`src/rtl/slice_sequencer_param.sv`:
```
// Per-slice phase sequencer: walks DCT -> DC VLC -> AC VLC for one slice at a
// time. It drives the VLC stage resets, a slice-relative cycle counter, and
// done/error pulses. Phase lengths are parametrised. The block count is
// checked and latched at accept.
module slice_sequencer_param #(
  parameter int CNT_W        = 32,
  parameter int BLOCK_W      = 8,
  parameter int MAX_BLOCKS   = 32,
  parameter int DCT_TIME     = 12,
  parameter int DC_VLC_TIME  = 45,
  parameter int AC_PER_BLOCK = 63,
  parameter int AC_TAIL      = 5
) (
  input  logic               clock,
  input  logic               reset,
  input  logic               slice_start,
  input  logic [BLOCK_W-1:0] block_num,
  input  logic               slice_abort,
  output logic               slice_ready,
  output logic               slice_error,
  output logic [CNT_W-1:0]   sequence_counter,
  output logic               sequence_valid,
  output logic [1:0]         phase,
  output logic               dc_vlc_reset,
  output logic               ac_vlc_reset,
  output logic               slice_done
);

  // Phase lengths are held at BLOCK_W+7 bits, which is wide enough for
  // AC_PER_BLOCK*N + AC_TAIL.
  localparam int LEN_W = BLOCK_W + 7;

  // The encoding doubles as the phase output: 0=IDLE 1=DCT 2=DC_VLC 3=AC_VLC.
  typedef enum logic [1:0] {
    ST_IDLE   = 2'd0,
    ST_DCT    = 2'd1,
    ST_DC_VLC = 2'd2,
    ST_AC_VLC = 2'd3
  } state_t;

  state_t           state_q, state_d;
  logic [LEN_W-1:0] ph_cnt_q, ph_cnt_d;   // cycles left in the current phase, minus one
  logic [LEN_W-1:0] l3_q, l3_d;           // AC VLC length latched at accept
  logic [CNT_W-1:0] seq_cnt_d;
  logic             valid_d, dc_rst_d, ac_rst_d, done_d, err_d;
  logic             n_legal;
  logic [LEN_W-1:0] l1_calc, l3_calc;

  assign slice_ready = (state_q == ST_IDLE);
  assign phase       = state_q;

  // Check the requested block count and derive its phase lengths.
  always_comb begin
    n_legal = (block_num != '0) && (int'(block_num) <= MAX_BLOCKS);
    l1_calc = LEN_W'(DCT_TIME) + LEN_W'(block_num);
    l3_calc = LEN_W'(AC_PER_BLOCK) * LEN_W'(block_num) + LEN_W'(AC_TAIL);
  end

  // Next-state and next-output decode. An abort in a busy state overrides everything else.
  always_comb begin
    // NOTE: every signal assigned here gets a default first, so no path can leave one unassigned and infer a latch.
    state_d   = state_q;
    ph_cnt_d  = ph_cnt_q;
    l3_d      = l3_q;
    seq_cnt_d = sequence_counter;
    done_d    = 1'b0;
    err_d     = 1'b0;

    if ((state_q != ST_IDLE) && slice_abort) begin
      state_d = ST_IDLE;
    end else begin
      if (sequence_valid) seq_cnt_d = sequence_counter + CNT_W'(1);
      unique case (state_q)
        ST_IDLE: begin
          if (slice_start && !slice_abort) begin
            if (n_legal) begin
              state_d   = ST_DCT;
              ph_cnt_d  = l1_calc - LEN_W'(1);
              l3_d      = l3_calc;
              seq_cnt_d = '0;
            end else begin
              err_d = 1'b1;
            end
          end
        end
        ST_DCT: begin
          if (ph_cnt_q == '0) begin
            state_d  = ST_DC_VLC;
            ph_cnt_d = LEN_W'(DC_VLC_TIME - 1);
          end else begin
            ph_cnt_d = ph_cnt_q - LEN_W'(1);
          end
        end
        ST_DC_VLC: begin
          if (ph_cnt_q == '0) begin
            state_d  = ST_AC_VLC;
            ph_cnt_d = l3_q - LEN_W'(1);
          end else begin
            ph_cnt_d = ph_cnt_q - LEN_W'(1);
          end
        end
        ST_AC_VLC: begin
          if (ph_cnt_q == '0) begin
            state_d = ST_IDLE;
            done_d  = 1'b1;
          end else begin
            ph_cnt_d = ph_cnt_q - LEN_W'(1);
          end
        end
        default: state_d = ST_IDLE;
      endcase
    end

    valid_d  = (state_d != ST_IDLE);
    dc_rst_d = (state_d != ST_DC_VLC);
    ac_rst_d = (state_d != ST_AC_VLC);
  end

  // State and registered outputs, with synchronous reset.
  always_ff @(posedge clock) begin
    // NOTE: non-blocking assignments make every register here sample pre-edge values, whatever the statement order.
    if (reset) begin
      state_q          <= ST_IDLE;
      ph_cnt_q         <= '0;
      l3_q             <= '0;
      sequence_counter <= '0;
      sequence_valid   <= 1'b0;
      dc_vlc_reset     <= 1'b1;
      ac_vlc_reset     <= 1'b1;
      slice_done       <= 1'b0;
      slice_error      <= 1'b0;
    end else begin
      state_q          <= state_d;
      ph_cnt_q         <= ph_cnt_d;
      l3_q             <= l3_d;
      sequence_counter <= seq_cnt_d;
      sequence_valid   <= valid_d;
      dc_vlc_reset     <= dc_rst_d;
      ac_vlc_reset     <= ac_rst_d;
      slice_done       <= done_d;
      slice_error      <= err_d;
    end
  end

endmodule

```
`config.mk`:
```
export PLATFORM = sky130hd
export DESIGN_NAME = slice_sequencer_param
export DESIGN_NICKNAME = d
export VERILOG_FILES = /design/src/rtl/slice_sequencer_param.sv
export SDC_FILE = /design/constraint.sdc
export NUM_CORES = 1
export LEC_CHECK = 0
export CORE_MARGIN = 5
export CORE_UTILIZATION = 53
export DETAILED_ROUTE_END_ITERATION = 10
export HOLD_SLACK_MARGIN = 0.15
export PLACE_DENSITY = 0.84
export SYNTH_ARGS = -nofsm -noshare
export SYNTH_HDL_FRONTEND = slang
export SYNTH_SLANG_ARGS = --single-unit
export TNS_END_PERCENT = 10
```
`constraint.sdc`:
```
create_clock -name clock -period 4.3 [get_ports clock]
set_input_delay 0.86 -clock clock [delete_from_list [all_inputs] [get_ports clock]]
set_output_delay 0.86 -clock clock [all_outputs]
set_load 0.02 [all_outputs]
```
; Word level (Yosys, flattened, before mapping)
; Cells that the tools add are included.
[classes]
add_sub_neg = 6
n_mul = 1
magnitude_cmp = 1
eq_ne = 8
n_mux = 19
bitwise_logic = 4
n_reduce_logical = 13
[ops]
columns = cell, count
row1 = 32-bit 2-to-1 mux, 4
row2 = 15-bit 2-to-1 mux, 5
row3 = 15-bit case mux with 4 select lines, 1
row4 = "32-bit by 1-bit adder with 32-bit output, second input constant", 1
row5 = "15-bit by 1-bit subtractor with 15-bit output, second input constant", 2
row6 = "14-bit by 3-bit adder with 15-bit output, second input constant", 1
row7 = 15-bit zero test, 1
row8 = "6-bit by 8-bit multiplier with 14-bit output, first input constant", 1
row9 = 2-bit 2-to-1 mux, 6
row10 = "9-bit by 1-bit subtractor with 10-bit output, second input constant", 1
row11 = "4-bit by 8-bit adder with 9-bit output, first input constant", 1
row12 = "8-bit by 6-bit less-or-equal comparator with 1-bit output, second input constant", 1
row13 = 2-bit case mux with 4 select lines, 1
row14 = 4-bit AND reduction, 2
row15 = 8-bit nonzero test, 1
row16 = "2-bit != test, second input constant", 3
row17 = "2-bit equality test, second input constant", 2
row18 = "2-bit by 1-bit != test with 1-bit output, second input constant", 2
row19 = 1-bit NOT, 4
row20 = 2-bit nonzero test, 2
row21 = 4-bit OR reduction, 1
row22 = 1-bit logical AND, 3
row23 = 3-bit OR reduction, 1
row24 = "2-bit by 1-bit equality test with 1-bit output, second input constant", 1
row25 = 3 further kinds, 4
[totals]
regBits = 69
inputBits = 12
out_inout_bits = 40
wordCells = 61

; Longest topological paths before layout
; Gate-level depths: netlist of run 1.
[logic_depth]
ltp_word = 7
mapped_depth = 14
ltp_nobuf = 14

; Least setup slack after synthesis of run 1
; No wires, ideal clock.
[synth_path]
path_type = input to register
from = in block_num[3]
to = reg l3_q[10]
setup_time_ns = 0.122
arrival_time_ns = 4.034
required_time_ns = 4.178
path_slack_ns = 0.144
stages = 14
n_path_buf = 0
cell_sequence = inv_1 > fa_1 > inv_1 > fa_1 > inv_1 > fa_1 > inv_1 > ha_1 > o21a_1 > o21ai_0 > a32oi_1 > a31oi_1 > nor4_1 > a311o_1
[synth_via]
elab_chain_len = 3
word_cells_on_any_way = 6
cone_classes = add/sub: 1 / mul: 1 / order compare: 1 / reduce/logical: 3
[synth_rtl]
columns = item, line_no
row1 = "start, declared", 17  ; input logic [BLOCK_W-1:0] block_num,
row2 = "parallel branches: the longest is 3 deep, another holds 14-bit by 3-bit adder with 15-bit output", n/a
row3 = "end signal, assigned", 135  ; l3_q <= l3_d;
row4 = "end, declared", 43  ; logic [LEN_W-1:0] l3_q, l3_d;
; Parallel ways; which one is timed is not known.
; A chain may end at the register's enable or synchronous reset.

; Worst setup path in the final report of run 1
[layout_path]
from = in block_num[6]
to = reg l3_q[13]
; Same word-level chain as after synthesis.

==> flow_summary.yaml, run 1 <==
cts:
  cts.sinks: 69
  ctsLongestPathBuffers: 2
  clk_pin_slew_worst_paths_ps: 80
  cts_tree: "done"
  htreeDepth: 3
  clockRootBuffer: "clkbuf_8"
  clk_latency_ps: 350
  numCtsBuffers: 9
  cts_hold_buf: 0
critical_path:
  critPathMaxStageDelay_ps: 560
  worstSetupPathType: "in2reg"
  critPathMostFrequentCell: "fa_1"
  worst_path_max_delay_cell: "fa_1"
  worstPathRequired_ps: 4550
  reg2reg_slack_ps: 1670
  cp_max_fo: 4
  cp_cell_sequence: "clkdlybuf4s50_1, buf_6, inv_1, fa_1, inv_1, fa_1, fa_1, ha_4, and4_1, nand4_1, a31oi_1, nor2_1, a211o_1"
  cp-start-kind: "primary input"
  cp.arrival_ps: 4440
  end_kind: "register"
  reg2reg_from: "phase[0]"
  setup.worst_path.start: "block_num[6]"
run:
  max_cap_viol_count: 0
synth:
  synth_area_um2: 5270
  syn_area_per_cell_um2: 8.32
  syn_nets: 706
  synth_edf_count: 0
  synth-compound-area-share_pct: 16.6
  ys_seq_area_share_pct: 26.2
  ys_warn_count: 0
  synth.distinct_cells: 73
  ys.flop_type: "dfxtp_1"
  synth_cells: 633
  ys_seq_elements: 69
  synthXorXnorAreaFrac_pct: 8.48
  synth_adder_area_share_pct: 17.6
  synth_top_family_by_area: "simple AND/OR/NAND/NOR gates"
  synthArstFlopShare_pct: 0
  synthSimpleGateAreaFrac_pct: 24.7
  synth.area.mux_share_pct: 0.974
timing:
  worstMarginPinSlew_ps: 669
  hold_viol: 0
  period_minus_slack_ps: 4190
  fin_skew_ps: 8.37
  setup_viol_count_final: 0
  maxSlewViolCount: 0
  fmax_mhz: 239
  fin_ws_ps: 110
  slew_headroom_pct: 55.3
  min_period_over_period_pct: 97.4
detailed_routing:
  viasPerCell: 5.85
  wire_per_inst_um: 16.1
  dr_total_vias: 5019
  drcViolationCount: 0
  wl_mm: 13.8
  first_iter_violations: 304
  dr.pass1.iters: 5
  final_antenna_net_count: 0
finish:
  final_util_pct: 66.6
  areaGrowthSynthToFinish_pct: 23.1
  multiInputGateArea_um2: 3670
  drive_gt1_share_pct: 13.0
  final_nets: 793
  fillCellCount: 791
  antenna-diode-count: 0
  register_area_um2: 1380
pwr:
  sequentialPowerShare_pct: 29.0
  leakagePower_nw: 2.65
  p_clk_share_pct: 23.2
  switching_share_pct: 37.0
  ir_drop_uv: 220
  power_density_nw_per_um2: 359
  combPwrFrac_pct: 47.8
  p_int_w: 0.00147
  switchingPower_w: 0.000862
placed_design:
  gp_congestion: 0.924
  hpwl_mm: 10.5
  pre_cts_ws_ps: -494
  port_buffers: 51
floorplanning:
  dieArea_um2: 12000
  fp.dieW_um: 110
  core_area_um2: 9730
  num_rows: 36
  io_pins: 52
  start_util_pct: 54.2
  die_y_um: 110
global_route:
  grt-ovfl-total: 0
  grt_pass1_wl_mm: 23.2
  antenna_found_initial: 0
  grt_start_max_net_pins: 36
  grt_pass1_vias: 4961
  grt_usage_pct: 24.0
hold_path:
  min_from: "l3_q[5]"
  min_path_type: "reg2reg"
run_status:
  status: "finished, final reports clean"
[repair_timing]
action	CTS	global route
pin swaps	3	5
gates cloned	0	0
gates resized for setup	4	15
buffers inserted	1	0
endpoints found under the setup margin	3	7
[area by class of cell]
class / count / share of cell area (%)
clock buffers: 11 / 2.18
clock inverters: 5 / 0.926
inverters: 52 / 3.01
multi-input cells: 492 / 56.7
flip-flops and latches: 69 / 21.3
well taps: 133 / 2.57
repair buffers: 96 / 13.3
[kinds of logic after synthesis]
kind of cell / after synthesis
compound gates: 132
xor+xnor: 51
fa+ha+maj: 63
buf+inv: 72
flops: 69
mux: 5
simple gates: 241
[routing by layer]
layer	GRT usage, %	part of all wire (%)
met5	0	0
met4	8.55	1.7
met3	4.23	6.1
met2	42.2	50
met1	29.4	42
[through the flow]
step	instance area (µm²)	power, W	hold WS [ps]	setup TNS [ps]	instances
floorplan	5270	0.00135	435	0	633
global placement	6190	0.00164	448	-2110	841
detailed placement	6190	0.00167	463	-2780	841
CTS	6430	0.00225	481	0	858
global route	6480	0.00248	511	-51.5	858
finish	6480	0.00233	482	0	858
[cell usage after synthesis (3+ instances only)]
cell type  number  area share, %
a211oi_1        3           0.43
a21o_1          7            1.0
a21oi_1        37            3.5
a21oi_2         3           0.50
a22oi_1         5           0.71
a31oi_1         7           0.83
and2_1          3           0.36
and3_1          5           0.59
and4_1         10            1.7
buf_2          10           0.95
clkbuf_1        9           0.64
dfxtp_1        69             26
fa_1           19            7.2
ha_1           42             10
inv_1          49            3.5
inv_2           3           0.21
mux2i_1         4           0.76
nand2_1        60            4.3
nand2b_1        4           0.47
nand3_1        19            1.8
nand3b_1        4           0.57
nand4_1        18            2.1
nor2_1         58            4.1
nor2b_1         3           0.36
nor3_1         14            1.3
nor3b_1         3           0.43
nor4_1         11            1.3
nor4b_1         3           0.50
o211ai_1        8            1.1
o21a_1          4           0.57
o21ai_0        14            1.3
o21ai_1        12            1.1
o22ai_1         3           0.36
o31ai_1         4           0.57
or3_1          10            1.2
xnor2_1        29            4.8
xor2_1         22            3.7
[layout by cell type, fill, tap and decap left out, types with 18 or more instances in the layout]
master           instances
fa_1                    18
dfxtp_1                 69
a21oi_1                 36
nand4_1                 18
buf_4                   43
xor2_1                  22
nand2_1                 60
clkdlybuf4s50_1         46
inv_1                   48
ha_1                    39
nor2_1                  58
nand3_1                 19
xnor2_1                 29
[worst paths after layout]
check	end	depth (start not counted)
worst max register to register	sequence_counter[14]	7
worst min-delay path	l3_q[5]	2
worst max-delay path	l3_q[13]	13
worst min register to register	l3_q[5]	2
[sequential cells by signal, indices dropped and copies added, names as in the netlist]
name              cells
sequence_valid        1
l3_q                 15
sequence_counter     32
slice_done            1
ph_cnt_q             15
dc_vlc_reset          1
phase                 2
ac_vlc_reset          1
slice_error           1
[power groups by stage]
stage	Clock (W)	Sequential (W)	Combinational (W)
2_1_floorplan	0	0.000685	0.000664
3_3_place_gp	0	0.000688	0.000948
3_5_place_dp	0	0.000689	0.000979
4_1_cts	0.000546	0.000674	0.00103
5_1_grt	0.000581	0.000677	0.00123
6_report	0.000540	0.000675	0.00111
[worst max-delay path: cells and delay by family]
family | cells | cell delay (ps)
adder cells (fa/ha/maj) | 4 | 1850
buffers and inverters | 4 | 780
AO/OA/AOI/OAI | 2 | 500
AND/OR/NAND/NOR | 3 | 440
Power figures use the tool's default switching activity.
==> inputs of run 2 (changes only) <==
PLACE_DENSITY = 0.78   (was 0.84)
REMOVE_ABC_BUFFERS = 1   (was unset)
SLEW_MARGIN = 15   (was unset)
==> flow_summary.yaml, run 2 (same netlist as run 1, synthesis figures left out) <==
critical_path:
  path_depth: 13
  cp.buffers_inverters: 3
  critPathMostFrequentCell: "fa_1"
  path_delay_family: "adder cells"
  cp-start-kind: "primary input"
  cp_max_fo: 4
  reg2reg_slack_ps: 1770
  worst_path_max_delay_cell: "fa_1"
  critPathMaxStageDelay_ps: 570
  worstPathRequired_ps: 4530
  reg2reg_from: "phase[0]"
  timing.rr.end: "sequence_counter[16]"
  cp_cell_sequence: "dlygate4sd2_1, fa_1, fa_1, inv_1, fa_1, inv_1, ha_1, a21o_1, nor3_1, a32oi_1, a31oi_1, nor4_1, a311o_1"
  cp.arrival_ps: 4350
  end_kind: "register"
  r2r_cells: 7
  worstSetupPathType: "in2reg"
finish:
  final_nets: 790
  register_area_um2: 1380
  areaGrowthSynthToFinish_pct: 21.6
  largest_register: "sequence_counter"
  fillCellCount: 829
  top_regs: "sequence_counter: 32 flops, l3_q: 15 flops, ph_cnt_q: 15 flops"
  largest_reg_flops: 32
  multiInputGateArea_um2: 3630
  final_util_pct: 65.9
  antenna-diode-count: 0
  drive_gt1_share_pct: 11.9
  final_common_cell: "dfxtp_1"
  mostFrequentLayoutCells: "dfxtp_1 (69), nand2_1 (60), nor2_1 (58), inv_1 (49), clkdlybuf4s50_1 (45)"
detailed_routing:
  dr.pass1.iters: 5
  viasPerCell: 5.78
  wire_per_inst_um: 15.5
  drcViolationCount: 0
  dr_total_vias: 4940
  wl_mm: 13.2
  final_antenna_net_count: 0
  first_iter_violations: 351
timing:
  maxSlewViolCount: 0
  rsz0062_at_grt: "no"
  slew_headroom_pct: 58.9
  hold_viol: 0
  fin_skew_ps: 12.6
  period_minus_slack_ps: 4120
  fmax_mhz: 243
  whs_ps: 487
  setup_viol_count_final: 0
  worstMarginPinSlew_ps: 616
  min_period_over_period_pct: 95.8
pwr:
  leakagePower_nw: 2.63
  ir_drop_uv: 180
  power_density_nw_per_um2: 359
  finalPower_w: 0.00230
floorplanning:
  dieArea_um2: 12000
  start_util_pct: 54.2
  fp.dieW_um: 110
  io_pins: 52
  core_area_um2: 9730
  die_y_um: 110
  num_rows: 36
global_route:
  grt_usage_pct: 22.9
  grt_start_max_net_pins: 36
  antenna_found_initial: 0
  grt_pass1_vias: 4764
  grt-ovfl-total: 0
  grt_pass1_wl_mm: 22.1
run_status:
  status: "finished, final reports clean"
cts:
  numCtsBuffers: 9
  cts_hold_buf: 0
  ctsLongestPathBuffers: 2
  clk_latency_ps: 350
  htreeDepth: 3
  cts_setup_buffers: 0
  clk_pin_slew_worst_paths_ps: 70
  clockRootBuffer: "clkbuf_8"
  cts_tree: "done"
  cts.sinks: 69
hold_path:
  min_path_cells: 2
  hold_end: "l3_q[5]"
  min_path_type: "reg2reg"
  min_from: "l3_q[5]"
placed_design:
  hpwl_mm: 10.4
  port_buffers: 51
  gp_congestion: 0.903
run:
  max_cap_viol_count: 0
[run 2: what timing repair did]
action / CTS / global route
pin swaps: 3 / 3
endpoints found under the setup margin: 7 / 7
resized for setup: 6 / 9
[run 2: area by class of cell]
type	instances	share of cell area [%]
sequential	69	21.6
inverter	52	3.05
timing repair buffer	93	12.8
clock inverter	4	1.13
tap	133	2.60
multi-input combinational	492	56.6
clock buffer	11	2.21
[run 2: where the power goes]
part | total [W] | leakage (nW) | switching, W | internal [W]
Sequential | 0.000675 | 0.557 | 0.0000220 | 0.000653
Clock | 0.000582 | 0.105 | 0.000244 | 0.000339
Combinational | 0.00104 | 1.96 | 0.000553 | 0.000489
[run 2: worst max-delay path by stage]
| stage | end | slack [ps] | start |
|---|---|---|---|
| floorplan | l3_q[10] | 140 | block_num[3] |
| global placement | l3_q[10] | -490 | block_num[3] |
| detailed placement | l3_q[11] | -550 | block_num[3] |
| CTS | l3_q[13] | 20 | block_num[1] |
| global route | l3_q[10] | 6 | block_num[2] |
| finish | l3_q[10] | 180 | block_num[2] |
[run 2: worst register-to-register path: cells and delay by family, from the launching register on]
family | cells | cell delay [ps]
AND/OR/NAND/NOR | 4 | 1200
flip-flops | 1 | 710
buffers and inverters | 2 | 290
AO/OA/AOI/OAI | 1 | 250
[run 2: per-stage QoR]
step | cells | TNS (ps) | area [µm²] | worst slack (ps)
after global routing | 854 | 0 | 6410 | 6.23
after detailed placement | 839 | -3570 | 6170 | -555
after CTS | 854 | 0 | 6400 | 19.9
after global placement | 839 | -2930 | 6170 | -491
after floorplan | 613 | 0 | 5180 | 138
final | 854 | 0 | 6410 | 182
[run 2: per-layer routing]
layer / up-vias / track usage (%) / part of all wire (%) / wire [µm]
met5: - / 0 / 0 / 0
met4: 0 / 8.10 / 1.6 / 216
met3: 21 / 3.29 / 5.1 / 673
met2: 154 / 39.3 / 51 / 6680
met1: 2346 / 29.3 / 43 / 5650
li1: 2419 / - / - / -
==> edit 1: new RTL, settings of run 2 <==
Set the parameter `BLOCK_W` to 12 (it was 8).
--- a/src/rtl/slice_sequencer_param.sv
+++ b/src/rtl/slice_sequencer_param.sv
@@ -6,3 +6,3 @@
   parameter int CNT_W        = 32,
-  parameter int BLOCK_W      = 8,
+  parameter int BLOCK_W      = 12,
   parameter int MAX_BLOCKS   = 32,
Ports: changed (resized block_num); port bits go from 52 to 56. The function was not compared with the original's and may differ.
==> edit 1 against run 2 <==
  * Sequential share of layout area decreased by 3.0 points
  * Worst setup slack worse by 0.11 ns
  * Critical path depth is 3 higher
  * Synthesized area increased by 23%
  * Via count is 30% higher
  * Sequential cell count grew 8
  * Register-to-register slack got worse by 0.76 ns
  * Critical path type unchanged
  * Non-clock buffer count rose by 53
  * Wire length grew 45%
  * Final area is 29% higher
  * Highest routed layer unchanged
  * Clock power is 33% higher
  * Power is 46% higher
  * First-iteration DRC count up 72%
==> edit 1: results (changes against run 2) <==
Status: finished, final reports clean (unchanged). The fraction of the yosys area taken by sequential cells is 0.238 (was 0.262). The multiplexer share of the synthesized area is 0.00636 (was 0.00974). The number of fillers in the final layout came out at 916 (was 829). Area contributors post-synth: dfxtp_1 24%, ha_1 10%, fa_1 9.9% (was dfxtp_1 26%, ha_1 10%, fa_1 7.2%). The multi-input combinational cell count came out at 605 (was 492). The worst ir drop on vdd came to 0.334 mV (was 0.180 mV). The routed length per instance came out at 17.9 um (was 15.5 um). The largest net degree at the start of global routing came out at 42 (was 36). The number of port buffers came to 55 (was 51).

Biggest registers after layout: sequence_counter (32), l3_q (19), ph_cnt_q (19) (was sequence_counter (32), l3_q (15), ph_cnt_q (15)). The largest clock skew in the final design came out at 0.00620 ns (was 0.0126 ns). The number of non-clock buffers came out at 146 (was 93).

The net total in the final layout came to 1019 (was 790). Cell types with the highest counts after synthesis: 77 x dfxtp_1, 77 x inv_1, 67 x nor2_1 (was 69 x dfxtp_1, 60 x nand2_1, 58 x nor2_1). The number of non-clock inverters is 79 (was 52).

The post-synthesis cell type count came out at 71 (was 73). The fraction of area in clock buffers and inverters came to 0.0360 (was 0.0334). The clock net sink count is 77 (was 69). The combinational power share is 0.558 (was 0.453). The number of global-route vias before repair is 6386 (was 4764). The fraction of standard cell area that is sequential came out at 0.186 (was 0.216). The largest driver fanout on the critical path was 6 (was 4). The clock root buffer master is clkbuf_16 (was clkbuf_8). The compound-gate portion of the synthesized area was 0.165 (was 0.166). The number of violations reported at the end of detailed-routing iteration 0 is 605 (was 351).

The XOR/XNOR share of the synthesized area came out at 0.101 (was 0.0848). The internal power of the cells is 2.12 mW (was 1.48 mW). The post-synthesis share of cell area spent on full adders, half adders and majority gates was 0.201 (was 0.176). The sequential fraction of design power was 0.213 (was 0.294).

The worst stage delay on the critical path came to 0.52 ns (was 0.57 ns). The HPWL after detailed placement is 14000 um (was 10400 um). The number of clock buffers in the layout came out at 10 (was 11). The cell with the largest stage delay on the worst path is fa_2 (was fa_1).
## edit 1: cell types whose count changed in the layout (fill, tap and decap cells not counted), moves of 9 or more
cell and delta:
buf_4 +47, clkbuf_16 +9, clkbuf_8 -9, fa_1 +11
inv_1 +26, nand3_1 +14, nor2_1 +9, nor3_1 +16
o21ai_0 +10, xnor2_1 +13, xor2_1 +11
## edit 1: stage by stage
| step | hold slack [ns] | utilization | setup slack (ns) | total power [mW] | instances |
|---|---|---|---|---|---|
| after floorplan | 0.448 | - | -0.140 | 1.61 | 761 |
| after global placement | 0.476 | 0.643 | -0.554 | 2.19 | 1048 |
| after detailed placement | 0.482 | 0.643 | -0.681 | 2.24 | 1048 |
| after CTS | 0.490 | 0.686 | 0.0307 | 3.26 | 1067 |
| after global routing | 0.516 | 0.691 | -0.0394 | 3.57 | 1069 |
| final | 0.494 | 0.691 | 0.0742 | 3.37 | 1069 |
## edit 1: path summary, 6_finish.rpt
check,cells after the start,startpoint,slack (ns),to
setup / recovery,16,block_num[3],0.07,l3_q[17]$_SDFFE_PP0P_
hold / removal,2,ph_cnt_q[18]$_SDFFE_PP0P_,0.49,ph_cnt_q[18]$_SDFFE_PP0P_
setup reg to reg,8,ph_cnt_q[0]$_SDFFE_PP0P_,1.01,ph_cnt_q[6]$_SDFFE_PP0P_
hold reg to reg,2,ph_cnt_q[18]$_SDFFE_PP0P_,0.49,ph_cnt_q[18]$_SDFFE_PP0P_
## edit 1: metal layers
layer  up-vias  global-route usage  part of all wire
met2       291               0.449              0.49
met3        76              0.0524             0.074
met5         -                   0                 0
li1       3028                   -                 -
met4         0               0.111             0.036
met1      3036               0.324              0.40
## edit 1: timing repair
action / CTS / global route
buffers inserted: 4 / 2
pin swaps: 25 / 10
endpoints found under the setup margin: 13 / 11
resized for setup: 49 / 16
==> edit 2: new RTL, config.mk and constraints of run 2 <==
Made on the original files. Take the reset off `l3_q` and load it in a clocked block of its own.
--- a/src/rtl/slice_sequencer_param.sv
+++ b/src/rtl/slice_sequencer_param.sv
@@ -124,3 +124,2 @@
       ph_cnt_q         <= '0;
-      l3_q             <= '0;
       sequence_counter <= '0;
@@ -134,3 +133,2 @@
       ph_cnt_q         <= ph_cnt_d;
-      l3_q             <= l3_d;
       sequence_counter <= seq_cnt_d;
@@ -144,2 +142,6 @@
 
+  always_ff @(posedge clock) begin
+    l3_q <= l3_d;
+  end
+
 endmodule
Check against the original RTL: no difference found for any inputs over 10 cycles, from zero or initial values and one cycle with reset high; that may be too few to reach the edited logic, so the function may still have changed.
==> edit 2 against run 2 <==
  * Critical path depth rose by 1
  * Fmax fell by 1.8%
  * Synthesized area fell by 2.8%
  * Final area fell by 1.9%
  * Count of clock-buffer cells in the layout fell by 2
  * Core utilization rose by 1.5 points
  * Power rose by 2.3%
  * Wire length fell by 4.3%
  * Worst setup slack got worse by 0.075 ns
  * Register-to-register slack got worse by 0.13 ns
  * Sequential cell count did not move
  * Die area fell by 2.6%
  * Highest routed layer unchanged
==> edit 2: results (changes against run 2) <==
The net total in the final layout was 731 (was 790). The signal arrival time at the worst endpoint is 4.31 ns (was 4.35 ns). The met1 track demand over resource in global routing was 0.281 (was 0.293). The worst ir drop on vdd is 0.362 mV (was 0.180 mV).

The post-synthesis share of cell area spent on full adders, half adders and majority gates was 0.179 (was 0.176). The HPWL after detailed placement is 9700 um (was 10400 um). The global-route wire length before repair is 20900 um (was 22100 um). The overall routing resource usage came out at 0.222 (was 0.229). The minimum setup slack after placement is -0.478 ns (was -0.555 ns). The met2 track demand over resource came to 0.378 (was 0.393). Area contributors post-synth: dfxtp_1 21%, ha_1 10%, edfxtp_1 8.8% (was dfxtp_1 26%, ha_1 10%, fa_1 7.2%). The XOR/XNOR share of the synthesized area is 0.0992 (was 0.0848). The routed length on met1 is 5230 um (was 5650 um). The number of fillers in the final layout was 738 (was 829).

The met2 routed wirelength came out at 6310 um (was 6680 um). The setup slack of the most critical reg-to-reg path is 1.64 ns (was 1.77 ns). The worst setup path endpoint is l3_q[14]$_DFFE_PP_ (was l3_q[10]$_SDFFE_PP0P_). The number of optimization iterations in the first detailed-route pass is 8 (was 5). Cell types with the highest counts after synthesis: 57 x inv_1, 54 x dfxtp_1, 52 x nor2_1 (was 69 x dfxtp_1, 60 x nand2_1, 58 x nor2_1).

The met3 wire length is 799 um (was 673 um). The multiplexer share of the synthesized area came out at 0.00391 (was 0.00974). The fraction of the yosys area taken by sequential cells came to 0.299 (was 0.262). The post-synthesis cell count came out at 570 (was 633). The compound-gate portion of the synthesized area was 0.148 (was 0.166). The layout cell share with drive strength beyond 1 came to 0.149 (was 0.119).

The last weighted congestion value of the routability-driven placer is 0.947 (was 0.903). The static leakage is 2.62 nW (was 2.63 nW). The largest clock skew in the final design came out at 0.0126 ns (about the same). The worst stage delay on the critical path came out at 0.55 ns (was 0.57 ns). The core occupancy in the finished layout came out at 0.674 (was 0.659). The number of flops mapped to enable cells by yosys came out at 15 (was 0).

The origin of the worst setup path is block_num[4] (was block_num[2]). The worst setup slack after layout is 0.107 ns (was 0.182 ns). The number of violations reported at the end of detailed-routing iteration 0 is 497 (was 351). The final instance count without filler cells is 792 (was 854). The actual slew at the worst max-slew pin came out at 0.726 ns (was 0.616 ns). The instance area after placement is 6030 um^2 (was 6170 um^2). The number of global-route vias before repair is 4357 (was 4764). Status: finished, final reports clean (unchanged).

The endpoint of the lowest-slack register-to-register path is ph_cnt_q[7]$_SDFFE_PP0P_ (was sequence_counter[16]$_SDFFE_PP0N_). The startpoint of the worst register-to-register path is ph_cnt_q[0]$_SDFFE_PP0P_ (was phase[0]$_SDFF_PP0_). The largest net degree at the start of global routing is 33 (was 36). The number of placed cells counting well taps came out at 776 (was 839).
[edit 2: worst min-delay path by stage]
stage	cells past startpoint	start	end	slack (ns)
floorplan	2	ph_cnt_q[10]$_SDFFE_PP0P_	ph_cnt_q[10]$_SDFFE_PP0P_	0.45
global placement	2	ph_cnt_q[10]$_SDFFE_PP0P_	ph_cnt_q[10]$_SDFFE_PP0P_	0.46
detailed placement	2	ph_cnt_q[9]$_SDFFE_PP0P_	ph_cnt_q[9]$_SDFFE_PP0P_	0.48
CTS	2	ph_cnt_q[9]$_SDFFE_PP0P_	ph_cnt_q[9]$_SDFFE_PP0P_	0.50
global route	2	ph_cnt_q[10]$_SDFFE_PP0P_	ph_cnt_q[10]$_SDFFE_PP0P_	0.52
finish	2	ph_cnt_q[10]$_SDFFE_PP0P_	ph_cnt_q[10]$_SDFFE_PP0P_	0.50
[edit 2: repair_timing]
action | in CTS | in global routing
hold buffers | 0 | 0
setup endpoints to repair | 2 | 5
pin swaps | 4 | 4
resized for setup | 8 | 13
[edit 2: report_power, final]
group / internal (mW) / switching [mW]
Combinational: 0.515 / 0.555
Sequential: 0.717 / 0.0217
Clock: 0.271 / 0.273
Total: 1.50 / 0.849
[edit 2: final cells by class]
cell class | count | area share
flip-flops and latches | 69 | 0.244
inverters | 58 | 0.0346
well taps | 129 | 0.0257
repair buffers | 95 | 0.135
clock inverters | 7 | 0.0115
multi-input cells | 425 | 0.530
clock buffers | 9 | 0.0197
[edit 2: stage by stage]
| stage | TNS, ns | hold WS, ns |
|---|---|---|
| after floorplan | 0 | 0.453 |
| after global placement | -1.71 | 0.462 |
| after detailed placement | -2.32 | 0.484 |
| after CTS | 0 | 0.496 |
| after global routing | -0.0225 | 0.517 |
| final | 0 | 0.495 |
